<file path="config.mk">
export PLATFORM = sky130hd
export DESIGN_NAME = cam_bus_emulator
export DESIGN_NICKNAME = d
export VERILOG_FILES = /design/src/rtl/cam_bus_emulator.sv
export SDC_FILE = /design/constraint.sdc
export NUM_CORES = 1
export LEC_CHECK = 0
export ABC_AREA = 1
export ABC_CLOCK_PERIOD_IN_PS = 4840
export CORE_ASPECT_RATIO = 0.9
export CORE_UTILIZATION = 60
export DETAILED_ROUTE_END_ITERATION = 10
export GPL_TIMING_DRIVEN = 0
export PLACE_DENSITY = 0.84
export REMOVE_ABC_BUFFERS = 1
export SLEW_MARGIN = 5
export SYNTH_ARGS = -nofsm -noshare
export SYNTH_HDL_FRONTEND = slang
export SYNTH_SLANG_ARGS = --single-unit
</file>
<file path="constraint.sdc">
create_clock -name clk_in -period 4.84 [get_ports clk_in]
set_input_delay 0.726 -clock clk_in [delete_from_list [all_inputs] [get_ports clk_in]]
set_output_delay 0.726 -clock clk_in [all_outputs]
set_load 0.03 [all_outputs]
</file>
<file path="src/rtl/cam_bus_emulator.sv">
// Transmit side of an OV7670-style parallel camera bus.
// Generates pclk/vsync/href/data from an internal RGB565 test-pattern source.
// All bus updates are registered at the last clk_in of each pclk period, so
// they appear while pclk is low and are stable across the following high phase.
//
// Handshake: there is no valid/ready pair. en_in is a level request that is
// only looked at on frame boundaries (leaving IDLE, and at the end of VFP).
// frame_done_out is a single clk_in strobe at the end of each frame.
module cam_bus_emulator #(
   parameter int WIDTH       = 320,
   parameter int HEIGHT      = 240,
   parameter int PCLK_DIV    = 4,
   parameter int HBLANK      = 144,
   parameter int VSYNC_LINES = 3,
   parameter int VBP_LINES   = 17,
   parameter int VFP_LINES   = 10
) (
   input  logic        clk_in,
   input  logic        rst_in,
   input  logic        en_in,
   input  logic [1:0]  pattern_in,
   input  logic [15:0] solid_in,
   output logic        pclk_out,
   output logic        vsync_out,
   output logic        href_out,
   output logic [7:0]  data_out,
   output logic        frame_done_out,
   output logic        busy_out,
   output logic [2:0]  dbg_state_out
);

   localparam int LINE_LEN = 2 * WIDTH + HBLANK;
   localparam int DW       = (PCLK_DIV > 2) ? $clog2(PCLK_DIV) : 1;
   localparam int BAR_W    = (WIDTH / 8 > 0) ? WIDTH / 8 : 1;

   localparam logic [DW-1:0] D_LAST   = DW'(PCLK_DIV - 1);
   localparam logic [DW-1:0] D_HALF   = DW'(PCLK_DIV / 2);
   localparam logic [15:0]   P_LAST   = 16'(LINE_LEN - 1);
   localparam logic [15:0]   HREF_END = 16'(2 * WIDTH);
   localparam logic [15:0]   BAR_W16  = 16'(BAR_W);

   typedef enum logic [2:0] {
      IDLE   = 3'd0,
      VSYNC  = 3'd1,
      VBP    = 3'd2,
      ACTIVE = 3'd3,
      VFP    = 3'd4
   } state_t;

   state_t         state, nxt_state;
   logic [DW-1:0]  div_cnt;
   logic [15:0]    p, nxt_p;
   logic [15:0]    line, nxt_line;
   logic [1:0]     pat, nxt_pat;
   logic [15:0]    solid, nxt_solid;
   logic           boundary;
   logic           frame_end;
   logic [15:0]    last_line;

   logic [15:0]    pix_x, pix_y, bar, pix;
   logic [2:0]     bar_sel;
   logic           href_nxt;
   logic [7:0]     byte_nxt;

   assign boundary      = (div_cnt == D_LAST);
   assign pclk_out      = (div_cnt >= D_HALF);
   assign busy_out      = (state != IDLE);
   assign dbg_state_out = state;

   // Index of the final line of the current state.
   always_comb begin
      last_line = 16'd0;
      case (state)
         VSYNC:   last_line = 16'(VSYNC_LINES - 1);
         VBP:     last_line = 16'(VBP_LINES - 1);
         ACTIVE:  last_line = 16'(HEIGHT - 1);
         VFP:     last_line = 16'(VFP_LINES - 1);
         default: last_line = 16'd0;
      endcase
   end

   // Next state and counters; nothing moves except on a pclk period boundary.
   always_comb begin
      nxt_state = state;
      nxt_p     = p;
      nxt_line  = line;
      nxt_pat   = pat;
      nxt_solid = solid;
      frame_end = 1'b0;
      if (boundary) begin
         if (state == IDLE) begin
            if (en_in) begin
               nxt_state = VSYNC;
               nxt_pat   = pattern_in;
               nxt_solid = solid_in;
               nxt_p     = 16'd0;
               nxt_line  = 16'd0;
            end
         end else if (p != P_LAST) begin
            nxt_p = p + 16'd1;
         end else begin
            nxt_p = 16'd0;
            if (line != last_line) begin
               nxt_line = line + 16'd1;
            end else begin
               nxt_line = 16'd0;
               case (state)
                  VSYNC:  nxt_state = VBP;
                  VBP:    nxt_state = ACTIVE;
                  ACTIVE: nxt_state = VFP;
                  default: begin
                     // End of VFP: chain straight into the next frame if still enabled.
                     frame_end = 1'b1;
                     if (en_in) begin
                        nxt_state = VSYNC;
                        nxt_pat   = pattern_in;
                        nxt_solid = solid_in;
                     end else begin
                        nxt_state = IDLE;
                     end
                  end
               endcase
            end
         end
      end
   end

   // Pattern pixel and bus byte for the position about to be launched.
   always_comb begin
      pix_x   = {1'b0, nxt_p[15:1]};
      pix_y   = nxt_line;
      bar     = pix_x / BAR_W16;
      bar_sel = (bar > 16'd7) ? 3'd7 : bar[2:0];
      pix     = 16'h0000;
      case (nxt_pat)
         2'b00: begin
            case (bar_sel)
               3'd0:    pix = 16'hFFFF;
               3'd1:    pix = 16'hFFE0;
               3'd2:    pix = 16'h07FF;
               3'd3:    pix = 16'h07E0;
               3'd4:    pix = 16'hF81F;
               3'd5:    pix = 16'hF800;
               3'd6:    pix = 16'h001F;
               default: pix = 16'h0000;
            endcase
         end
         2'b01:   pix = pix_x + (pix_y << 8);
         2'b10:   pix = nxt_solid;
         default: pix = (pix_x[3] ^ pix_y[3]) ? 16'hFFFF : 16'h0000;
      endcase
      href_nxt = (nxt_state == ACTIVE) && (nxt_p < HREF_END);
      byte_nxt = href_nxt ? (nxt_p[0] ? pix[7:0] : pix[15:8]) : 8'h00;
   end

   // Divider runs free; state and bus outputs register on the period boundary.
   always_ff @(posedge clk_in or negedge rst_in) begin
      if (!rst_in) begin
         div_cnt        <= '0;
         state          <= IDLE;
         p              <= 16'd0;
         line           <= 16'd0;
         pat            <= 2'b00;
         solid          <= 16'h0000;
         vsync_out      <= 1'b0;
         href_out       <= 1'b0;
         data_out       <= 8'h00;
         frame_done_out <= 1'b0;
      end else begin
         div_cnt        <= boundary ? '0 : div_cnt + 1'b1;
         frame_done_out <= frame_end;
         if (boundary) begin
            state     <= nxt_state;
            p         <= nxt_p;
            line      <= nxt_line;
            pat       <= nxt_pat;
            solid     <= nxt_solid;
            vsync_out <= (nxt_state == VSYNC);
            href_out  <= href_nxt;
            data_out  <= byte_nxt;
         end
      end
   end

endmodule

</file>
==> results of run 1 <==
flip-flops by register name (all words and copies together) (netlist names):
| signal | count |
|---|---|
| dbg_state_out | 3 |
| div_cnt | 2 |
| frame_done_out | 1 |
| solid | 16 |
| vsync_out | 1 |
| data_out | 8 |
| pat | 2 |
| p | 16 |
| href_out | 1 |
| line | 16 |
power breakdown:
group / internal [mW] / switching, mW / total [mW]
clock: 0.199 / 0.227 / 0.427
sequential: 0.551 / 0 / 0.551
combinational: 0.0151 / 0.0167 / 0.0318
total: 0.765 / 0.244 / 1.01
worst max-delay path, delay by kind of cell (launching register included):
kind          cells  cell delay [ns]
flops             1             0.45
buf+inv           4             0.29
simple gates     46             4.40
cell usage in the layout (no fill, tap or decap), drive strengths merged, types with 9 or more instances in the layout:
cell type,count
o21ai,68
nor3,9
nand2,240
nor4,10
ha,11
xor2,16
nand3,72
o22ai,13
clkdlybuf4s50,34
buf,45
clkbuf,12
inv,120
nand4,13
dfrtp,66
nor2,65
a21oi,22
synthesized netlist by cell type, types with 8 or more instances:
cell,instances,area [um^2]
o21ai_0,59,295
nand2_1,204,766
a21oi_1,20,100
nand2_4,10,113
clkbuf_1,12,45.0
nand2_2,25,156
o22ai_1,13,81.3
inv_1,110,413
nand4_1,13,81.3
nand3_2,8,80.1
ha_1,11,138
inv_2,8,30.0
xor2_1,16,140
nor2_1,55,206
nand3_1,62,310
dfrtp_1,66,1650
nor4_1,10,62.6
nor3_1,9,45.0
cells by family after synthesis:
logic type | after synthesis | share of synthesized area [%]
DFF | 66 | 30.8
and+or+nand+nor | 412 | 36.7
buffers and inverters | 135 | 9.55
xor gates and xnor gates | 17 | 2.77
AOI/OAI and AO/OA | 145 | 17.1
muxes | 1 | 0.186
adders and majority gates | 12 | 2.94
routing by layer:
| layer | share of wire (%) | GRT usage, % | vias up |
|---|---|---|---|
| met5 | 0 | 0 | - |
| met4 | 4.4 | 11.5 | 0 |
| met3 | 8.7 | 6.78 | 90 |
| met2 | 47 | 55.5 | 361 |
| met1 | 40 | 44.1 | 2783 |
| li1 | - | - | 2790 |
final cells by class:
type                            instances  area, um^2
Sequential cell                        66        1660
Multi-Input combinational cell        588        3770
Clock buffer                           12         145
Fill cell                             604        1690
Clock inverter                          4        27.5
Inverter                              122         472
Tap cell                              119         149
Timing Repair Buffer                   80         692
final timing paths:
path | endpoint | slack (ns) | cells after the start | startpoint
setup / recovery | data_out[4] | -0.38 | 50 | p[12]
max in group asynchronous | p[7] | 3.76 | 1 | rst_in
setup reg to reg | data_out[4] | -0.38 | 50 | p[12]
hold reg to reg | data_out[3] | 0.49 | 2 | data_out[3]
hold / removal | p[9] | 0.47 | 1 | rst_in
min in group clk_in | data_out[3] | 0.49 | 2 | data_out[3]
stage by stage:
step,hold WS [ns],utilization (%)
2_1_floorplan,0.424,-
5_1_grt,0.515,80.3
3_3_place_gp,0.436,67.7
4_1_cts,0.487,74.2
6_report,0.469,80.3
3_5_place_dp,0.453,67.7
repair_timing:
item,in CTS,in global routing
resized for setup,46,111
setup endpoints to repair,8,8
pin swaps,19,46
setup buffers,28,16
gates cloned,0,1
==> impl_results.md, run 1 <==
- Status: finished with violations
- Failing checks: setup timing
- Post-place instance area: 0.00583 mm^2
- CP Data Arrival Time: 5.52 ns
- Vias: 6024
- Mean Syn Cell Area: 6.81 um^2
- Slowest CP cell: dfrtp_2
- IO Pins: 37
- H-tree Lvls: 3
- Final Hold Viols: 0
- Final Net Count: 900
- Worst slew pin tran: 0.858 ns
- Grt ovf: 0
- WL/cell: 17.1 um
- Layout cells sized above 1: 26.6%
- First-pass GRT wire length: 24600 um
- Largest net degree at the start of global routing: 67
- Fmax: 192 MHz
- Period utilisation layout: 108%
- Synth Warn #: 0
- Total power draw: 1.01 mW
- Vias in the first global route: 5298
- Worst path most repeated cell: nand2_4
- TritonCTS clock tree: built
- Placer Congestion: 0.984
- Min-Delay Path Class: input port to async pin
- Width of the die: 102 um
- Clock Tree Root: clkbuf_8
- Chip height: 91.7 um
- Longest Clk Path Bufs: 2
- Dpl hpwl: 10300 um
- Pre-antenna DRT Iters: 7
- Finish-stage setup viols: 8
- Initial Util: 62.4%
- Initial antenna violation count: 0
- Post-Syn Instances: 788
- Max-Cap Viols: 0
- Critical Path Source Type: flop
- Clock Latency Late Sink: 0.36 ns
- Placed cell count: 930
- Via-to-Cell Ratio: 6.08
- P per Cell Area: 146 mW/mm^2
- Worst Skew: 0.0130 ns
- I/O Buffers: 36
- Post-synth EDFFs: 0
- RSZ-0062 raised after global routing: true
- CP peak stage delay: 0.45 ns
- Hold-fix buffers, CTS: 0
- Worst Setup Slack, final: -0.381 ns
- Core area: 0.00861 mm^2
- Slew margin rel.: 42.8%
- Design area: 0.00691 mm^2
- Final worst path period need: 5.22 ns
- Final non-filler cell total: 991
- Leakage: 3.36 nW
- Crit Path Class: flop to flop
- Die area: 0.00933 mm^2
- Place WS: -0.819 ns
- Remaining DRCs: 0
- Maximum VDD drop: 130 uV
- Ys async rst share: 100%
- Total GRT Usage: 33.8%
- Library cells used by synthesis: 50
- Main synth FF type: dfrtp_1
- Seq/Total Area, Yosys: 30.8%
- Worst EP required: 5.14 ns
- Setup TNS: -2.58 ns
- Inserted Clock Buffers: 9
- Clk sinks: 66
- Clock-pin slew on the worst setup and hold paths: 0.08 ns
- Syn-to-layout area delta: 28.8%
- Post-Route WL: 16900 um
- Mapped Area: 0.00537 mm^2
- Worst Path Max Fanout: 8
- Initial DRC Count: 591
- N_diodes: 0
- Post-DRT Antenna Nets: 0
- Synth Register Bits: 66
- Critical Path Sink Type: flop
- Num rows: 32
- Final Max Tran Viols: 0
Note: power is estimated with default switching activity, not from simulation.
==> run 2: changes to the inputs <==
--- a/config.mk
+++ b/config.mk
@@ -7,6 +7,7 @@
 export LEC_CHECK = 0
 export ABC_AREA = 1
 export ABC_CLOCK_PERIOD_IN_PS = 4840
+export CAP_MARGIN = 20
 export CORE_ASPECT_RATIO = 0.9
 export CORE_UTILIZATION = 60
 export DETAILED_ROUTE_END_ITERATION = 10
==> results of run 2 <==
The final DEF is identical to that of run 1; final timing and power are the same.
